==> src/rtl/regfile_wb_arbiter.sv <==
// Register-file write front end: per-source FIFOs feed a round-robin scan that
// issues up to N_WRITE_PORTS writes per cycle with pairwise-distinct addresses.
module regfile_wb_arbiter #(
  parameter int ENTRY_WIDTH   = 32,
  parameter int N_ENTRIES     = 32,
  parameter int N_SRCS        = 4,
  parameter int N_WRITE_PORTS = 2,
  parameter int BUF_DEPTH     = 2,
  parameter int HARDWIRE_ZERO = 1,
  localparam int PTR_WIDTH    = $clog2(N_ENTRIES),
  localparam int CNT_W        = $clog2(BUF_DEPTH + 1)
) (
  input  logic                               clk,
  input  logic                               rst_aL,
  input  logic [N_SRCS-1:0]                  src_valid_i,
  output logic [N_SRCS-1:0]                  src_ready_o,
  input  logic [N_SRCS*PTR_WIDTH-1:0]        src_addr_i,
  input  logic [N_SRCS*ENTRY_WIDTH-1:0]      src_data_i,
  output logic [N_WRITE_PORTS-1:0]           wr_en_o,
  output logic [N_WRITE_PORTS*PTR_WIDTH-1:0] wr_addr_o,
  output logic [N_WRITE_PORTS*ENTRY_WIDTH-1:0] wr_data_o,
  output logic [N_SRCS*CNT_W-1:0]            occupancy_o
);

  localparam int IDX_W = (BUF_DEPTH > 1) ? $clog2(BUF_DEPTH) : 1;
  localparam int SRC_W = (N_SRCS > 1) ? $clog2(N_SRCS) : 1;

  logic [PTR_WIDTH-1:0]   mem_addr_q [N_SRCS][BUF_DEPTH];
  logic [ENTRY_WIDTH-1:0] mem_data_q [N_SRCS][BUF_DEPTH];

  logic [IDX_W-1:0] head_q [N_SRCS];
  logic [IDX_W-1:0] head_d [N_SRCS];
  logic [IDX_W-1:0] tail_q [N_SRCS];
  logic [IDX_W-1:0] tail_d [N_SRCS];
  logic [CNT_W-1:0] count_q [N_SRCS];
  logic [CNT_W-1:0] count_d [N_SRCS];
  logic [SRC_W-1:0] rr_q, rr_d;

  logic [N_SRCS-1:0]      push, pop, cand;
  logic [PTR_WIDTH-1:0]   head_addr [N_SRCS];
  logic [ENTRY_WIDTH-1:0] head_data [N_SRCS];

  logic [N_WRITE_PORTS-1:0] port_en;
  logic [PTR_WIDTH-1:0]     port_addr [N_WRITE_PORTS];
  logic [ENTRY_WIDTH-1:0]   port_data [N_WRITE_PORTS];

  function automatic logic [IDX_W-1:0] next_idx(input logic [IDX_W-1:0] p);
    return (int'(p) == BUF_DEPTH - 1) ? '0 : p + 1'b1;
  endfunction

  always_comb begin
    for (int i = 0; i < N_SRCS; i++) begin
      head_addr[i]   = mem_addr_q[i][head_q[i]];
      head_data[i]   = mem_data_q[i][head_q[i]];
      cand[i]        = (count_q[i] != '0);
      src_ready_o[i] = (count_q[i] != CNT_W'(BUF_DEPTH)) && rst_aL;
      push[i]        = src_valid_i[i] && src_ready_o[i];
    end
  end

  // Round-robin scan; address-0 heads are dropped without taking a port or moving rr.
  always_comb begin
    logic [SRC_W-1:0] s;
    logic             clash;
    int               n_grant;
    pop     = '0;
    port_en = '0;
    rr_d    = rr_q;
    n_grant = 0;
    s       = '0;
    clash   = 1'b0;
    for (int p = 0; p < N_WRITE_PORTS; p++) begin
      port_addr[p] = '0;
      port_data[p] = '0;
    end
    for (int k = 0; k < N_SRCS; k++) begin
      s     = SRC_W'((int'(rr_q) + k) % N_SRCS);
      clash = 1'b0;
      if (cand[s] && (HARDWIRE_ZERO != 0) && (head_addr[s] == '0)) begin
        pop[s] = 1'b1;
      end else if (cand[s] && (n_grant < N_WRITE_PORTS)) begin
        for (int p = 0; p < N_WRITE_PORTS; p++)
          if (port_en[p] && (port_addr[p] == head_addr[s])) clash = 1'b1;
        if (!clash) begin
          for (int p = 0; p < N_WRITE_PORTS; p++) begin
            if (p == n_grant) begin
              port_en[p]   = 1'b1;
              port_addr[p] = head_addr[s];
              port_data[p] = head_data[s];
            end
          end
          pop[s]  = 1'b1;
          rr_d    = SRC_W'((int'(s) + 1) % N_SRCS);
          n_grant = n_grant + 1;
        end
      end
    end
  end

  always_comb begin
    for (int i = 0; i < N_SRCS; i++) begin
      head_d[i]  = pop[i]  ? next_idx(head_q[i]) : head_q[i];
      tail_d[i]  = push[i] ? next_idx(tail_q[i]) : tail_q[i];
      count_d[i] = count_q[i];
      case ({push[i], pop[i]})
        2'b10:   count_d[i] = count_q[i] + 1'b1;
        2'b01:   count_d[i] = count_q[i] - 1'b1;
        default: count_d[i] = count_q[i];
      endcase
    end
  end

  always_ff @(posedge clk or negedge rst_aL) begin
    if (!rst_aL) begin
      for (int i = 0; i < N_SRCS; i++) begin
        head_q[i]  <= '0;
        tail_q[i]  <= '0;
        count_q[i] <= '0;
      end
      rr_q <= '0;
    end else begin
      for (int i = 0; i < N_SRCS; i++) begin
        head_q[i]  <= head_d[i];
        tail_q[i]  <= tail_d[i];
        count_q[i] <= count_d[i];
      end
      rr_q <= rr_d;
    end
  end

  // Payload storage is not reset; count gating keeps stale slots invisible.
  always_ff @(posedge clk) begin
    for (int i = 0; i < N_SRCS; i++) begin
      if (push[i]) begin
        mem_addr_q[i][tail_q[i]] <= src_addr_i[i*PTR_WIDTH +: PTR_WIDTH];
        mem_data_q[i][tail_q[i]] <= src_data_i[i*ENTRY_WIDTH +: ENTRY_WIDTH];
      end
    end
  end

  for (genvar p = 0; p < N_WRITE_PORTS; p++) begin : g_port
    assign wr_en_o[p]                               = port_en[p];
    assign wr_addr_o[p*PTR_WIDTH +: PTR_WIDTH]      = port_addr[p];
    assign wr_data_o[p*ENTRY_WIDTH +: ENTRY_WIDTH]  = port_data[p];
  end

  for (genvar i = 0; i < N_SRCS; i++) begin : g_occ
    assign occupancy_o[i*CNT_W +: CNT_W] = count_q[i];
  end

endmodule
==> config.mk <==
export PLATFORM = sky130hd
export DESIGN_NAME = regfile_wb_arbiter
export DESIGN_NICKNAME = d
export VERILOG_FILES = /design/src/rtl/regfile_wb_arbiter.sv
export SDC_FILE = /design/constraint.sdc
export NUM_CORES = 1
export LEC_CHECK = 0
export ABC_AREA = 1
export ABC_CLOCK_PERIOD_IN_PS = 6170
export CAP_MARGIN = 25
export CELL_PAD_IN_SITES_DETAIL_PLACEMENT = 1
export CELL_PAD_IN_SITES_GLOBAL_PLACEMENT = 1
export CORE_MARGIN = 10
export CORE_UTILIZATION = 38
export CTS_CLUSTER_SIZE = 12
export DETAILED_ROUTE_END_ITERATION = 10
export PLACE_DENSITY_LB_ADDON = 0.12
export SETUP_SLACK_MARGIN = 0.5
export SYNTH_ARGS = -nofsm -noshare
export SYNTH_HDL_FRONTEND = slang
export SYNTH_SLANG_ARGS = --single-unit
==> constraint.sdc <==
create_clock -name clk -period 6.17 [get_ports clk]
set_input_delay 1.851 -clock clk [delete_from_list [all_inputs] [get_ports clk]]
set_output_delay 1.851 -clock clk [all_outputs]
set_load 0.02 [all_outputs]
; After elaboration in Yosys (flattened, before gate mapping)
; Memory sizes are Yosys's and may differ from the RTL's.
; Cells that the tools add are included.
[totals]
register_bits = 18
mem_bits_rw = 296
out_inout_bits = 88
mem_count = 2
[op_classes]
addsub = 24
n_lt_le_gt_ge = 27
eq_ne = 20
n_mux = 196
bitwise = 15
n_reduce_logical = 43
[mem_list]
columns = memory, words, width, read_ports, rd_clocked_by_memory_dff, write_ports, line
row1 = mem_data_q, 4, 64, 4, 0, 4, 29  ; logic [ENTRY_WIDTH-1:0] mem_data_q [N_SRCS][BUF_DEPTH];
row2 = mem_addr_q, 4, 10, 4, 0, 4, 28  ; logic [PTR_WIDTH-1:0] mem_addr_q [N_SRCS][BUF_DEPTH];
[op_table]
columns = op, count
row1 = $mux W32, 39
row2 = $mux W64, 13
row3 = $bmux W32 S2, 4
row4 = $mux W5, 32
row5 = $mux W10, 13
row6 = $demux W32 S1, 4
row7 = $eq A2 B32 Y1 const A, 3
row8 = $logic_not A32 Y1, 3
row9 = $lt A32 B3 Y1 const B, 3
row10 = $add A32 B2 Y32 const B, 2
row11 = $mux W4, 11
row12 = $bmux W5 S2, 4
row13 = $mux W1, 40
row14 = $mux W2, 20
row15 = $logic_and A1 B1 Y1, 28
row16 = $eq A5 B5 Y1, 5
row17 = $demux W5 S1, 4
row18 = $logic_not A5 Y1, 4
row19 = $add A2 B1 Y2 const B, 8
row20 = $ge A2 B2 Y1 const B, 8
row21 = $not A1 Y2, 8
row22 = $pmux W2 S2, 4
row23 = $reduce_bool A2 Y1, 8
row24 = $ge A3 B3 Y1 const B, 4
row25 = other kinds (13), 53

; Logic depth before layout (Yosys ltp)
; Gate-level depths: netlist of the first run.
[depth]
ltp_word = 38
depth_mapped = 34
ltp_nobuf = 30

; Worst setup path after synthesis of the first run
; OpenSTA, ideal clock, no wires.
[synth_timing]
path_type = reg2out
start = reg rr_q[0]
end = out wr_data_o[32]
arrival_ns = 4.765
slack_ns = -0.446
path_stages_with_launch = 31
path_cell_list = dfrtp_1 -> inv_2 -> buf_2 -> clkbuf_1 -> clkbuf_1 -> buf_1 -> ha_1 -> inv_1 -> clkbuf_1 -> nand2_1 -> nand2_1 -> nand3_1 -> nor2_2 -> nand2_1 -> nand3_2 -> nand2_1 -> ha_1 -> nand2_1 -> nor2_8 -> nand2_2 -> nand2_1 -> nand2_1 -> nand2_1 -> nand2_1 -> nor2_2 -> nand3_2 -> nand2_1 -> inv_2 -> nand3b_2 -> buf_2 -> o21ai_0
[synth_via]
elab_chain_len = 33
word_cells_on_any_way = 122
cone_classes = add/sub (5) / order compare (3) / eq/ne (8) / mux (84) / bitwise (4) / reduce/logical (18)
[synth_lines]
columns = item, line
row1 = "start, declared", 37  ; logic [SRC_W-1:0] rr_q, rr_d;
row2 = "start signal, assigned", 127  ; rr_q <= rr_d;
row3 = "parallel branches: the longest is 32 deep, another holds $add A32 B2 Y32", n/a
row4 = $mux W64 *, 79  ; if (cand[s] && (HARDWIRE_ZERO != 0) && (head_addr[s] == '0)) begin
row5 = "end, declared", 21  ; output logic [N_WRITE_PORTS*ENTRY_WIDTH-1:0] wr_data_o,
; Every way passes the cells marked *. The select of a mux whose other input is x is not followed.

; Worst setup path after layout of the first run
[layout_timing]
start = reg rr_q[0]
end = out wr_data_o[51]
; Same word-level chain as after synthesis.

==> metrics.txt, run 1 <==
reg2reg start=rr_q[0]$_DFFE_PN0P_; Bufs on Longest Clock Path=3; Final Skew=0.02802 ns; # Max-Cap Violations=0; Final #Nets=2735; clock root buffer=clkbuf_16; footprint of the multi-input gates=0.009014 sq mm; total track usage=0.2670; failing checks=negative setup slack; HPWL Detailed=54.98 mm; Worst Path Max Fanout=10; Synth Area in Adders=0.007646; Seq/Total Area, Yosys=0.5188; share of cells above drive strength 1=0.2285; status=finished, violations left; max_slew headroom=0.3182; Synth Area in XOR/XNOR=0.006812; largest family of logic cells by synthesized area=simple AND/OR/NAND/NOR gates; Register-to-Register Path Depth=23; die area=0.05648 sq mm; Top FF cell, synth=edfxtp_1; Post-Syn Area per Cell=8.022 sq um; Clk Latency, worst-skew pair=0.58 ns; Post-synth ARST share=0.05732; final critical-path required period=6.327 ns; area grow syn2layout=40.39%; critical path launch point type=flip-flop; WHS Path Cells=2; # setup viols final=70; max-slew violations=0; initial antenna violation count=1; clk sinks=314; number of core rows=79; Via-to-Cell Ratio=5.433; Initial Util=0.3858; fillers=5331; unique cell type count in the Yosys netlist=38; Worst-Margin Slew=1.020 ns; die height=237.7 um; Crit Path Class=reg2out; Post-synth EDFFs=296; grt ovf=0; critical path's slowest cell=dfrtp_2; first-pass GRT wire length=114.4 mm; router iterations before antenna repair=5; vias in the first global route=18514; Synth Area in Simple Gates=0.2697; Final Worst Setup Slack=-0.1573 ns; H-tree levels=2; cell mode on critical path=nand2_2; slowest cell delay on critical path=0.50 ns; I/O pin count=242; wire per inst=24.28 um; core area=0.04665 sq mm; WHS=0.5727 ns; CP Data Arrival Time=4.48 ns; Reg2Reg Setup Slack=1.77 ns; 1st-iter DRT viols=1096; die span in x=237.7 um; CTS tree=done; CTS buffer count=39; most frequent cells in the layout=nand2_1 (890), o21ai_0 (305), edfxtp_1 (296), clkdlybuf4s50_1 (165), buf_4 (136); post-synthesis mux area share=0.01390; Crit. End Element=output pin; YS warnings=0; reg2reg end=occupancy_o[7]$_DFFE_PN0P_; number of synthesized register bits=314; most common cell after layout, fill and taps aside=nand2_1; FF+latch area=0.009344 sq mm; # DRC=0; routability cong.=0.9185; Synth Cell Area=0.01800 sq mm; largest net degree at the start of global routing=113; Syn Nets=2409; final design utilization=0.5417; Compound-Gate Fraction of Synth Area=0.1217; Hold Fails Final Rpt=0; Hold EP=occupancy_o[5]$_DFFE_PN0P_; antenna-violating nets left=0; Min-Delay Startpoint=occupancy_o[5]$_DFFE_PN0P_; Via Count=17423; fin crit share=1.025; RSZ-0062 raised after global routing=true; PortBufs=241; Req. time, crit path=4.32 ns; Post-Syn Instances=2244; WL final=77.85 mm; Max Freq=0.1580 GHz; Hold WC Path Type=reg2reg; clock slew seen by the registers of the worst setup and hold paths=0.06 ns
-- cell usage after synthesis, types with 8 or more instances --
master,n,area share
inv_2,14,0.0029
xor2_1,8,0.0039
a21oi_1,10,0.0028
dfrtp_1,18,0.025
o21ai_0,319,0.089
mux2i_1,25,0.014
nand3_2,10,0.0056
inv_1,112,0.023
o21ai_1,62,0.017
edfxtp_1,296,0.49
clkbuf_1,74,0.015
o21ai_2,12,0.0058
buf_1,29,0.0060
ha_1,11,0.0076
nand3_1,143,0.040
buf_2,16,0.0044
nand2_1,983,0.20
buf_6,11,0.0069
o22ai_1,10,0.0035
nor2_1,37,0.0077
-- critical path, delay by kind of cell (launching register included) --
| kind | cells | cell delay (ns) |
|---|---|---|
| compound gates | 2 | 0.28 |
| buf+inv | 10 | 1.28 |
| flops | 1 | 0.50 |
| simple gates | 18 | 1.81 |
-- worst max-delay path by stage --
stage	endpoint	cells past startpoint	from	slack, ns
2_1_floorplan	wr_data_o[40]	34	rr_q[0]$_DFFE_PN0P_	0.48
3_3_place_gp	wr_data_o[11]	23	rr_q[0]$_DFFE_PN0P_	-0.30
3_5_place_dp	wr_data_o[11]	26	rr_q[0]$_DFFE_PN0P_	-0.28
4_1_cts	wr_data_o[40]	28	rr_q[0]$_DFFE_PN0P_	-0.13
5_1_grt	wr_data_o[51]	30	rr_q[0]$_DFFE_PN0P_	-0.39
6_report	wr_data_o[51]	30	rr_q[0]$_DFFE_PN0P_	-0.16
-- cell type report --
cell class / count / area share
Timing Repair Buffer: 420 / 0.1740
Clock buffer: 44 / 0.03936
Inverter: 126 / 0.01951
Tap cell: 607 / 0.03005
Sequential cell: 314 / 0.3697
Antenna cell: 1 / 0.00009902
Clock inverter: 26 / 0.01055
Multi-Input combinational cell: 1669 / 0.3567
-- sequential cells by signal, indices dropped and copies added, names as in the netlist --
register / cells
mem_addr_q: 40
occupancy_o: 8
rr_q: 2
tail_q: 4
head_q: 4
mem_data_q: 256
-- kinds of logic after synthesis --
kind of cell / after synthesis
AND/OR/NAND/NOR: 1197
AO/OA/AOI/OAI: 421
flip-flops: 314
buffers and inverters: 262
multiplexers: 25
XOR/XNOR: 14
adder cells (fa/ha/maj): 11
-- layer usage --
metal	vias to the layer above	track usage	share of wire
met5	-	0	0
met4	0	0.1482	0.055
met3	162	0.03216	0.035
met2	422	0.4928	0.53
met1	8709	0.2927	0.38
li1	8130	-	-
-- timing repair --
item | 4_1_cts | 5_1_grt
buffers inserted | 20 | 15
endpoints found under the setup margin | 76 | 76
gates resized for setup | 501 | 185
pin swaps | 15 | 53
cloned | 7 | 7
hold buffers | 0 | 0
hold endpoints to repair | 0 | 0
-- metrics by stage --
stage / instance area, sq um / TNS (ns) / cells / worst slack [ns]
global route: 25270 / -24.26 / 3207 / -0.3950
detailed placement: 22310 / -15.33 / 3084 / -0.2802
CTS: 24210 / -3.666 / 3181 / -0.1311
finish: 25270 / -6.411 / 3207 / -0.1573
global placement: 22230 / -16.64 / 3079 / -0.3023
floorplan: 18750 / 0 / 2244 / 0.4787
Power of run 1 is not shown: default switching activity piles up to over one toggle a cycle in this logic, so the estimate is an artifact.
==> inputs of run 2 (changes only) <==
--- a/config.mk
+++ b/config.mk
@@ -12,6 +12,8 @@
 export CELL_PAD_IN_SITES_GLOBAL_PLACEMENT = 1
+export CORE_ASPECT_RATIO = 1.5
 export CORE_MARGIN = 10
-export CORE_UTILIZATION = 38
+export CORE_UTILIZATION = 43
 export CTS_CLUSTER_SIZE = 12
 export DETAILED_ROUTE_END_ITERATION = 10
+export DONT_BUFFER_PORTS = 1
 export PLACE_DENSITY_LB_ADDON = 0.12
==> constraint.sdc (replaced) <==
create_clock -name clk -period 6.17 [get_ports clk]
set_input_delay 0.9255 -clock clk [delete_from_list [all_inputs] [get_ports clk]]
set_output_delay 0.9255 -clock clk [all_outputs]
set_load 0.02 [all_outputs]
==> run 2 against run 1 <==
  * The run now ends clean
  * Sequential share of layout area grew 7.0 points
  * Die area shrank 10%
  * Count of clock-buffer cells in the layout grew 1
  * Routed wire length shrank 4.6%
  * Final area shrank 16%
  * Utilization shrank 2.6 points
  * Critical path type unchanged
==> metrics.txt, run 2 (synthesis results as in run 1) <==
status=complete, no violations; first-pass GRT wire length=106.8 mm (-6.6%); Via-to-Cell Ratio=5.662 (+4.2%); Worst-Margin Slew=1.068 ns (+0.04750 ns); reg2reg end=occupancy_o[1]$_DFFE_PN0P_; Top Family by Delay on Critical Path=simple AND/OR/NAND/NOR gates; Placed Instances=2783 (-9.8%); Setup TNS=0 ns (+6.411 ns); critical path launch point type=flip-flop; cell mode on critical path=nand3_1; Max Freq=0.1785 GHz (+13%); WHS=0.05356 ns (-0.5191 ns); Hold WC Path Type=in2async; die area=0.05062 sq mm (-10%); slowest cell delay on critical path=0.57 ns (+0.07 ns); fin crit share=0.9082 (-0.1173); largest net degree at the start of global routing=112 (-0.88%); Hold Fails Final Rpt=0 (unchanged); Via Count=16482 (-5.4%); Clk Latency, worst-skew pair=0.56 ns (-0.02 ns); Crit. End Element=output pin; HPWL Detailed=53.11 mm (-3.4%); max-slew violations=0 (unchanged); vias in the first global route=17393 (-6.1%); Reg2Reg Setup Slack=1.33 ns (-0.44 ns); CP Data Arrival Time=4.68 ns (+0.20 ns); I/O pin count=242 (unchanged); pre-CTS setup slack=0.3248 ns (+0.6050 ns); most frequent cells in the layout=nand2_1 (952), o21ai_0 (314), edfxtp_1 (296), buf_4 (151), nand3_1 (129); clk sinks=314 (unchanged); core area=0.04122 sq mm (-12%); CTS buffer count=35 (-10%); WL final=74.26 mm (-4.6%); total track usage=0.2802 (+0.01327); reg2reg start=rr_q[0]$_DFFE_PN0P_; worst path buffer plus inverter count=8 (-2); # Max-Cap Violations=0 (unchanged); routability cong.=0.9332 (+1.6%); # DRC=0 (unchanged); final critical-path required period=5.603 ns (-0.7238 ns); grt ovf=0 (unchanged); share of cells above drive strength 1=0.1541 (-0.07447); CTS tree=done; critical path's slowest cell=dfrtp_4; initial antenna violation count=4 (+3); number of core rows=91 (+15%); Bufs on Longest Clock Path=3 (unchanged); RSZ-0062 raised after global routing=true; most common cell after layout, fill and taps aside=nand2_1; # setup viols final=0 (-100%); Req. time, crit path=5.24 ns (+0.92 ns); Final Skew=0.04192 ns (+0.01390 ns); clock root buffer=clkbuf_16; area grow syn2layout=18.08%; clock slew seen by the registers of the worst setup and hold paths=0.08 ns (+0.02 ns); Crit Path Class=reg2out; Final Worst Setup Slack=0.5665 ns (+0.7238 ns); Largest register FFs=256 (unchanged); die span in x=187.1 um (-21%); Register-to-Register Path Depth=14 (-39%); Worst Path Max Fanout=8 (-2); H-tree levels=2 (unchanged); die height=270.6 um (+14%); wire per inst=25.51 um (+5.1%); Initial Util=0.4367 (+0.05090); 1st-iter DRT viols=950 (-13%); max_slew headroom=0.2806 (-0.03757); router iterations before antenna repair=5 (unchanged); Final #Nets=2486 (-9.1%); PortBufs=0 (-100%); fillers=4898 (-8.1%); post-route insts no fill=2911 (-9.2%); antenna-violating nets left=0 (unchanged)
run 2: cell count changes in the layout (fill, tap and decap cells not counted), sizes merged:
cell           change
bufinv             +1
clkdlybuf4s50    -165
diode              +9
clkinv             -7
clkinvlp           -3
buf               -77
inv                -2
clkbuf             -3
run 2: final cells by class:
cell class / count / area, sq um / area share
Inverter: 126 / 498.0 / 0.02343
Multi-Input combinational cell: 1669 / 7980 / 0.3754
Timing Repair inverter: 1 / 11.26 / 0.0005298
Clock buffer: 45 / 913.4 / 0.04297
Antenna cell: 10 / 25.02 / 0.001177
Tap cell: 558 / 698.2 / 0.03285
Sequential cell: 314 / 9353 / 0.4400
Clock inverter: 14 / 206.4 / 0.009713
Timing Repair Buffer: 174 / 1570 / 0.07388
run 2: how the worst max path moves through the flow:
| stage | start | to | slack (ns) | depth (start not counted) |
|---|---|---|---|---|
| after floorplan | rr_q[0]$_DFFE_PN0P_ | wr_data_o[32] | 0.48 | 30 |
| after global placement | occupancy_o[0]$_DFFE_PN0P_ | wr_data_o[33] | 0.40 | 26 |
| after detailed placement | occupancy_o[0]$_DFFE_PN0P_ | wr_data_o[33] | 0.32 | 26 |
| after CTS | occupancy_o[1]$_DFFE_PN0P_ | wr_data_o[29] | 0.50 | 31 |
| after global routing | rr_q[0]$_DFFE_PN0P_ | wr_data_o[21] | 0.36 | 30 |
| final | rr_q[0]$_DFFE_PN0P_ | wr_data_o[22] | 0.57 | 29 |
run 2: through the flow:
step | util | area (sq um)
final | 0.5157 | 21260
after global routing | 0.5155 | 21250
after CTS | 0.4988 | 20560
after detailed placement | 0.4632 | 19090
after global placement | 0.4623 | 19050
after floorplan | - | 18000
run 2: worst register-to-register path: cells and delay by family, from the launching register on:
kind                     cells  cell delay (ns)
AO/OA/AOI/OAI                5             2.08
flip-flops                   1             0.53
AND/OR/NAND/NOR              2             0.56
buffers and inverters        4             0.69
adder cells (fa/ha/maj)      2             0.68
XOR/XNOR                     1             0.14
run 2: metal layers:
layer,global-route usage,vias up,share of wire
met4,0.2496,0,0.098
met3,0.03992,198,0.042
met2,0.5191,483,0.53
li1,-,7644,-
met5,0,-,0
met1,0.2622,8157,0.33
run 2: timing repair:
action | CTS | global route
setup endpoints to repair | 76 | 76
hold buffers | 0 | 0
hold endpoints to repair | 0 | 0
gates cloned | 2 | 5
setup buffers | 21 | 30
pin swaps | 8 | 31
gates resized for setup | 26 | 92
Power of run 2 is left out for the same reason.
